==> config.mk <==
export PLATFORM = sky130hd
export DESIGN_NAME = pong_match_controller
export DESIGN_NICKNAME = d
export VERILOG_FILES = /design/src/rtl/pong_pkg.sv /design/src/rtl/pong_serve_timer.sv /design/src/rtl/pong_match_controller.sv
export SDC_FILE = /design/constraint.sdc
export NUM_CORES = 1
export LEC_CHECK = 0
export BUFFER_PORTS_ARGS = -buffer_cell sky130_fd_sc_hd__buf_2
export CAP_MARGIN = 20
export CORE_ASPECT_RATIO = 0.5
export CORE_MARGIN = 4
export CORE_UTILIZATION = 40
export CTS_CLUSTER_DIAMETER = 200
export DETAILED_ROUTE_END_ITERATION = 6
export SYNTH_ARGS = -nofsm -noshare
export SYNTH_HDL_FRONTEND = slang
export SYNTH_SLANG_ARGS = --single-unit
==> constraint.sdc <==
create_clock -name VGA_CLOCK -period 2.5 [get_ports VGA_CLOCK]
set_input_delay 0.5 -clock VGA_CLOCK [delete_from_list [all_inputs] [get_ports VGA_CLOCK]]
set_output_delay 0.5 -clock VGA_CLOCK [all_outputs]
set_load 0.01 [all_outputs]
==> src/rtl/pong_pkg.sv <==
// Shared constants, state encodings and helpers for the pong match logic.
package pong_pkg;

  localparam int SCORE_W = 4;
  localparam int TIMER_W = 8;

  localparam logic DIR_LEFT  = 1'b0;
  localparam logic DIR_RIGHT = 1'b1;

  localparam int DEFAULT_WIN_SCORE          = 11;
  localparam int DEFAULT_SERVE_DELAY_FRAMES = 120;

  localparam logic [2:0] ST_IDLE       = 3'd0;
  localparam logic [2:0] ST_SERVE_WAIT = 3'd1;
  localparam logic [2:0] ST_SERVE      = 3'd2;
  localparam logic [2:0] ST_RALLY      = 3'd3;
  localparam logic [2:0] ST_POINT      = 3'd4;
  localparam logic [2:0] ST_GAME_OVER  = 3'd5;

  typedef enum logic [2:0] {
    S_IDLE       = ST_IDLE,
    S_SERVE_WAIT = ST_SERVE_WAIT,
    S_SERVE      = ST_SERVE,
    S_RALLY      = ST_RALLY,
    S_POINT      = ST_POINT,
    S_GAME_OVER  = ST_GAME_OVER
  } state_t;

  // Score increment that stops at the winning score instead of wrapping.
  function automatic logic [SCORE_W-1:0] sat_inc(input logic [SCORE_W-1:0] v,
                                                 input logic [SCORE_W-1:0] lim);
    return (v < lim) ? v + 1'b1 : v;
  endfunction

endpackage

==> src/rtl/pong_serve_timer.sv <==
// Loadable 8-bit frame down-counter; ZERO is high whenever the count is exhausted.
module pong_serve_timer
  import pong_pkg::*;
(
  input  logic               VGA_CLOCK,
  input  logic               RESET_N,
  input  logic               LOAD,
  input  logic [TIMER_W-1:0] LOAD_VALUE,
  input  logic               TICK,
  output logic               ZERO
);

  logic [TIMER_W-1:0] count;

  // LOAD wins over TICK; the count parks at zero rather than wrapping.
  always_ff @(posedge VGA_CLOCK or negedge RESET_N) begin
    if (!RESET_N) begin
      count <= '0;
    end else if (LOAD) begin
      count <= LOAD_VALUE;
    end else if (TICK && (count != '0)) begin
      count <= count - 1'b1;
    end
  end

  assign ZERO = (count == '0);

endmodule

==> src/rtl/pong_match_controller.sv <==
// Match sequencer: serve delay, serve handshake, rally gating, scoring and game over.
// Handshake: SERVE_REQ rises on entry to SERVE and holds until SERVE_ACK is sampled high.
module pong_match_controller
  import pong_pkg::*;
#(
  parameter int WIN_SCORE          = DEFAULT_WIN_SCORE,
  parameter int SERVE_DELAY_FRAMES = DEFAULT_SERVE_DELAY_FRAMES
) (
  input  logic               VGA_CLOCK,
  input  logic               RESET_N,
  input  logic               FRAME_TICK,
  input  logic               START,
  input  logic               PAUSE,
  input  logic               MISS_A,
  input  logic               MISS_B,
  input  logic               SERVE_ACK,
  output logic               SERVE_REQ,
  output logic               SERVE_DIR,
  output logic               BALL_RUN,
  output logic               BALL_VISIBLE,
  output logic [SCORE_W-1:0] SCORE_A,
  output logic [SCORE_W-1:0] SCORE_B,
  output logic               GAME_OVER,
  output logic               WINNER,
  output logic [2:0]         STATE
);

  localparam logic [SCORE_W-1:0] WIN   = SCORE_W'(WIN_SCORE);
  localparam logic [TIMER_W-1:0] DELAY = TIMER_W'(SERVE_DELAY_FRAMES);

  state_t             state_q, state_d;
  logic               start_q;
  logic               start_rise;
  logic               timer_load;
  logic               timer_tick;
  logic               timer_zero;
  logic [SCORE_W-1:0] score_a_d, score_b_d;
  logic               serve_dir_d;
  logic               winner_d;

  assign start_rise = START & ~start_q;
  assign timer_tick = FRAME_TICK & (state_q == S_SERVE_WAIT);

  pong_serve_timer u_serve_timer (
    .VGA_CLOCK  (VGA_CLOCK),
    .RESET_N    (RESET_N),
    .LOAD       (timer_load),
    .LOAD_VALUE (DELAY),
    .TICK       (timer_tick),
    .ZERO       (timer_zero)
  );

  always_comb begin
    state_d     = state_q;
    score_a_d   = SCORE_A;
    score_b_d   = SCORE_B;
    serve_dir_d = SERVE_DIR;
    winner_d    = WINNER;
    timer_load  = 1'b0;
    case (state_q)
      S_IDLE: begin
        if (start_rise) begin
          state_d     = S_SERVE_WAIT;
          score_a_d   = '0;
          score_b_d   = '0;
          serve_dir_d = DIR_RIGHT;
          timer_load  = 1'b1;
        end
      end
      S_SERVE_WAIT: begin
        if (timer_zero) state_d = S_SERVE;
      end
      S_SERVE: begin
        if (SERVE_ACK) state_d = S_RALLY;
      end
      S_RALLY: begin
        // Simultaneous misses replay the point with no score or direction change.
        if (MISS_A && MISS_B) begin
          state_d = S_POINT;
        end else if (MISS_A) begin
          state_d     = S_POINT;
          score_b_d   = sat_inc(SCORE_B, WIN);
          serve_dir_d = DIR_LEFT;
        end else if (MISS_B) begin
          state_d     = S_POINT;
          score_a_d   = sat_inc(SCORE_A, WIN);
          serve_dir_d = DIR_RIGHT;
        end
      end
      S_POINT: begin
        if (SCORE_A == WIN) begin
          state_d  = S_GAME_OVER;
          winner_d = 1'b0;
        end else if (SCORE_B == WIN) begin
          state_d  = S_GAME_OVER;
          winner_d = 1'b1;
        end else begin
          state_d    = S_SERVE_WAIT;
          timer_load = 1'b1;
        end
      end
      S_GAME_OVER: begin
        if (start_rise) begin
          state_d     = S_SERVE_WAIT;
          score_a_d   = '0;
          score_b_d   = '0;
          serve_dir_d = DIR_RIGHT;
          winner_d    = 1'b0;
          timer_load  = 1'b1;
        end
      end
      default: state_d = S_IDLE;
    endcase
  end

  // Outputs are registered from the next-state decode so they line up with STATE.
  always_ff @(posedge VGA_CLOCK or negedge RESET_N) begin
    if (!RESET_N) begin
      state_q      <= S_IDLE;
      start_q      <= 1'b0;
      SCORE_A      <= '0;
      SCORE_B      <= '0;
      SERVE_DIR    <= DIR_RIGHT;
      WINNER       <= 1'b0;
      SERVE_REQ    <= 1'b0;
      BALL_RUN     <= 1'b0;
      BALL_VISIBLE <= 1'b0;
      GAME_OVER    <= 1'b0;
    end else begin
      state_q      <= state_d;
      start_q      <= START;
      SCORE_A      <= score_a_d;
      SCORE_B      <= score_b_d;
      SERVE_DIR    <= serve_dir_d;
      WINNER       <= winner_d;
      SERVE_REQ    <= (state_d == S_SERVE);
      BALL_RUN     <= (state_d == S_RALLY) & ~PAUSE;
      BALL_VISIBLE <= (state_d == S_SERVE) || (state_d == S_RALLY);
      GAME_OVER    <= (state_d == S_GAME_OVER);
    end
  end

  assign STATE = state_q;

endmodule

== Word-level counts from Yosys, hierarchy flattened ==
Cells that the tools add are included.
Storage, ports and cells
  register bits: 26
  output and inout port bits: 17
  word-level logic and storage cells: 89
Operators by class
  add/sub/neg operators: 3
  order comparisons: 2
  eq/ne operators: 20
  muxes and demuxes: 34
  bitwise operators: 5
  reductions and logical operators: 14
Operator list (count)
  $mux 4: 8
  $mux 3: 8
  $mux 8: 2
  $pmux 4 s2: 2
  $pmux 3 s5: 1
  $ne 2x2->1 const B: 7
  $eq 3x2->1 const B: 4
  $mux 1: 10
  $eq 3x3->1 const B: 3
  $add 4x1->4 const B: 2
  $eq 4x4->1 const B: 2
  $logic_not 8->1: 1
  $lt 4x4->1 const B: 2
  $reduce_bool 8->1: 1
  $sub 8x1->8 const B: 1
  $ne 3x3->1 const B: 2
  $pmux 1 s2: 3
  $reduce_and 6->1: 1
  $reduce_bool 2->1: 3
  $reduce_and 5->1: 1
  $reduce_and 4->1: 1
  $and 1x1->1: 3
  $eq 3x1->1 const B: 1
  $logic_not 3->1: 1
  other kinds (6): 8

== Longest topological paths before layout ==
  depth after elaboration: 6
  depth in mapped cells: 6
  mapped depth without buffers: 6

== Cells and area by module ==
A second synthesis with hierarchy kept.
Second synthesis, totals
  cells, all modules: 151
  area, all modules: 1481.4 sq um
Modules (own cells, without submodules)
  pong_match_controller: instances 1, cells an instance 93, area each 953.4 sq um
  pong_serve_timer: instances 1, cells an instance 58, area each 528.0 sq um

== Least setup slack after synthesis ==
Ideal clock, no wire load.
  path kind: reg2reg
  from: register u_serve_timer.count[0]
  to: register u_serve_timer.count[6]
  arrival: 1.597 ns
  data required time: 2.373 ns
  slack: 0.776 ns
  stages on the path, launching flop included: 7
  path buffers: 0
  cell sequence: dfrtp_1 inv_1 ha_1 nor3b_1 a21o_1 o41a_1 a311o_1
Between the ends
  longest elaborated chain between the ends: 3
  elaborated cells on any way between the ends: 6
Ends and longest elaborated chain
  from (decl): RTL line pong_serve_timer.sv:13  | logic [TIMER_W-1:0] count;
  from (signal assigned): RTL line pong_serve_timer.sv:22  | count <= count - 1'b1;
  $sub 8x1->8 / $reduce_bool 8->1 (equally long branches): RTL line pong_serve_timer.sv:22, pong_serve_timer.sv:21
  $mux 8 / $logic_and 1x1->1 (equally long branches): RTL line pong_serve_timer.sv:21  | end else if (TICK && (count != '0)) begin
  $mux 8 / $reduce_bool 2->1 (equally long branches)
Parallel ways exist; a longest one is shown, timed or not. The select of a mux whose other input is x is not followed.
A chain may end at the register's enable or synchronous reset.

== Final worst setup path ==
  from: register state_q[0] (netlist: STATE[0])
  to: register SCORE_B[0]
Between the ends
  longest elaborated chain between the ends: 4
  elaborated cells on any way between the ends: 11
Ends and longest elaborated chain
  from (decl): RTL line pong_match_controller.sv:31  | state_t state_q, state_d;
  from (signal assigned): RTL line pong_match_controller.sv:130  | state_q <= state_d;
  $eq 3x3->1 / $logic_not 3->1 (equally long branches): RTL line pong_match_controller.sv:60  | case (state_q)
  $reduce_or 2->1 (no source line)
  $ne 2x1->1 (no source line) / $reduce_bool 2->1 (equally long branches)
  $reduce_and 5->1 (no source line)
  to (signal assigned): RTL line pong_match_controller.sv:133  | SCORE_B <= score_b_d;
  to (decl): RTL line pong_match_controller.sv:22  | output logic [SCORE_W-1:0] SCORE_B,
Parallel ways exist; a longest one is shown, timed or not.

==> reports/metrics.yaml <==
outcome:
  status: "finished, final reports clean"
timing:
  achievable-frequency_mhz: 509
  tns_ns: 0
  period_share_pct: 78.7
  max_slew_margin_pct: 56.1
  setup_violations: 0
  finalWorstSetupSlack_ns: 0.534
  final_max_slew_viol_count: 0
  hold_viol_final: 0
  rsz0062_at_grt: "no"
  period_needed_ns: 1.97
  skew_ns: 0.00611
  worst_pin_slew_ns: 0.654
cells_and_area:
  area_growth_pct: 14.5
  fin_area_um2: 1590
  nets: 171
  stdcell_count: 198
  multi_input_area_um2: 676
  area.sequential_um2: 652
  drive_gt1_share_pct: 24.7
  n_fill_cell: 299
  diodes: 0
placed_design:
  io_buffers: 24
  dpl_cell_area_um2: 1540
  dpl.cell_count: 194
  dp_hpwl_um: 2130
  pre_cts_ws_ns: 0.575
  place.gp.congestion: 0.763
clocking:
  cts_buffers: 3
  post_cts_buffers: 0
  cts_max_level: 1
  cts-root-buf: "clkbuf_8"
  clock-sinks: 26
  clockBufferDepth: 2
  postCtsHoldBufs: 0
  cts_tree: "yes"
  insertion_delay_ns: 0.27
  path_clk_slew_ns: 0.09
  cts_resized: 0
worst_setup_path:
  worstPathRequired_ns: 2.66
  cpPeakStageDelay_ns: 0.65
  crit_type: "reg -> reg"
  path_cells: "nand3b_1 -> nor4b_2 -> nor2_1 -> mux2_2"
  end_kind: "flop"
  r2r_cells: 4
  r2r_slack_ns: 0.53
  r2r-end: "SCORE_B[0]"
  start_kind: "flop"
  arrival_ns: 2.13
  crit_fanout: 15
  cp_slowest_cell: "dfrtp_1"
  r2r_start: "STATE[0]"
global_routing:
  busiest_layer: "met2"
  grt_pass1_vias: 1031
  overflow: 0
  met3_usage_pct: 4.26
  grt_max_degree: 27
  grtUsageTotal_pct: 14.0
  grt_use_met2_pct: 21.8
  grt_use_met1_pct: 19.0
  grt_pass1_wl_um: 5090
  antenna_found_initial: 0
power_and_ir_drop:
  p_per_area_nw_per_um2: 730
  leakagePower_nw: 0.767
  p_total_w: 0.00116
  ir_drop_mv: 0.312
yosys:
  synth.top_cell.area_share_pct: 45.1
  synth-edff-count: 0
  netlist_instances: 132
  synth_most_common_cell: "dfrtp_1"
  synth_nets: 144
  synth_common_cells: "25 x dfrtp_1, 13 x nor2_1, 10 x inv_1, 7 x o21ai_0, 6 x nand2b_1"
  synth_area_per_cell_um2: 10.5
  synth-async-reset-ratio_pct: 100
  yosysWarningCount: 0
  syn_area_um2: 1390
  ys_seq_area_share_pct: 47.0
  netlist.top_cell.by_area: "dfrtp_1"
  ys_top_cells_by_area: "dfrtp_1 45%, ha_1 3.6%, nor2_1 3.5%"
  ys_types: 47
  synth-seq-cells: 26
  synth_ff_type: "dfrtp_1"
route:
  post_drt_wl_per_cell_um: 14.8
  dr.pass1.iters: 4
  via_per_inst: 5.44
  drc: 0
  drt-total-wl_um: 2940
  routed-via-count: 1077
  first_iter_violations: 32
  ant_nets: 0
die:
  die-area_um2: 4530
  die_h_um: 49.6
  core-area_um2: 3150
  rows: 14
  dieWidth_um: 91.3
  io_pins: 25
  start_util_pct: 44.0
job:
  cap_violations: 0
hold_path:
  min_path_type: "in -> async"
## worst max-delay path by stage
stage	endpoint	startpoint	cells past startpoint
final	SCORE_B[0]	STATE[0]	4
after detailed placement	SCORE_A[0]	STATE[0]	4
after floorplan	u_serve_timer.count[6]	u_serve_timer.count[0]	6
after global placement	BALL_RUN	u_serve_timer.count[0]	6
after CTS	SCORE_A[0]	STATE[0]	4
after global routing	BALL_RUN	u_serve_timer.count[0]	6
## worst max-delay path, delay by kind of cell (launching register included)
family,cells,cell delay (ns)
AND/OR/NAND/NOR,3,0.91
flip-flops,1,0.65
multiplexers,1,0.29
## sequential cells by signal, summed over array words and instances, names as in the netlist
name	count
BALL_VISIBLE	1
start_q	1
WINNER	1
SERVE_REQ	1
SCORE_A	4
GAME_OVER	1
SCORE_B	4
SERVE_DIR	1
STATE	3
BALL_RUN	1
u_serve_timer.count	8
## per-layer routing
metal | vias to the layer above | wire (um)
met5 | - | 0
met4 | 0 | 14
met3 | 2 | 145
met2 | 24 | 1310
met1 | 513 | 1470
li1 | 538 | -
## through the flow
stage          utilization [%]  hold WS [ns]
6_report                  50.4         0.223
5_1_grt                   50.4         0.258
4_1_cts                   50.4         0.237
3_5_place_dp              48.9         0.536
3_3_place_gp              48.9         0.534
2_1_floorplan                -         0.204
## layout by cell type (no fill, tap or decap), types with 2 or more instances in the layout
master / synthesis / layout
or2_2: 2 / 2
nor2_1: 13 / 13
o22ai_1: 3 / 3
nand4b_1: 2 / 2
inv_1: 10 / 10
mux2i_1: 4 / 4
ha_1: 4 / 4
nand2_1: 5 / 5
buf_2: 2 / 24
nor3_1: 2 / 2
mux2_2: 3 / 3
o21ai_0: 7 / 7
dfrtp_1: 25 / 25
or3_1: 4 / 4
nand3b_1: 2 / 2
a41oi_1: 2 / 2
nor3b_1: 3 / 3
o31ai_1: 2 / 2
clkbuf_8: 0 / 3
a21o_1: 2 / 2
xnor2_1: 3 / 3
nand2b_1: 6 / 6
## where the power goes
group / switching, W / internal, W
Sequential: 0.0000951 / 0.000492
Clock: 0.000134 / 0.000114
Combinational: 0.000174 / 0.000151
Total: 0.000402 / 0.000757
## logic make-up after synthesis
group                      Yosys count  share of synthesized area [%]
muxes                                7                           5.32
xor gates and xnor gates             4                           2.53
and+or+nand+nor                     45                           19.3
buffers and inverters               13                           4.24
adders and majority gates            5                           4.33
AOI/OAI and AO/OA                   32                           17.2
DFF                                 26                           47.0
## final cells by class
type	count	area share, %
Sequential cell	26	41.1
Multi-Input combinational cell	93	42.6
Inverter	10	2.36
Tap cell	40	3.15
Timing Repair Buffer	25	8.04
Clock buffer	4	2.84
No activity file was read; power rests on OpenSTA's default activity.
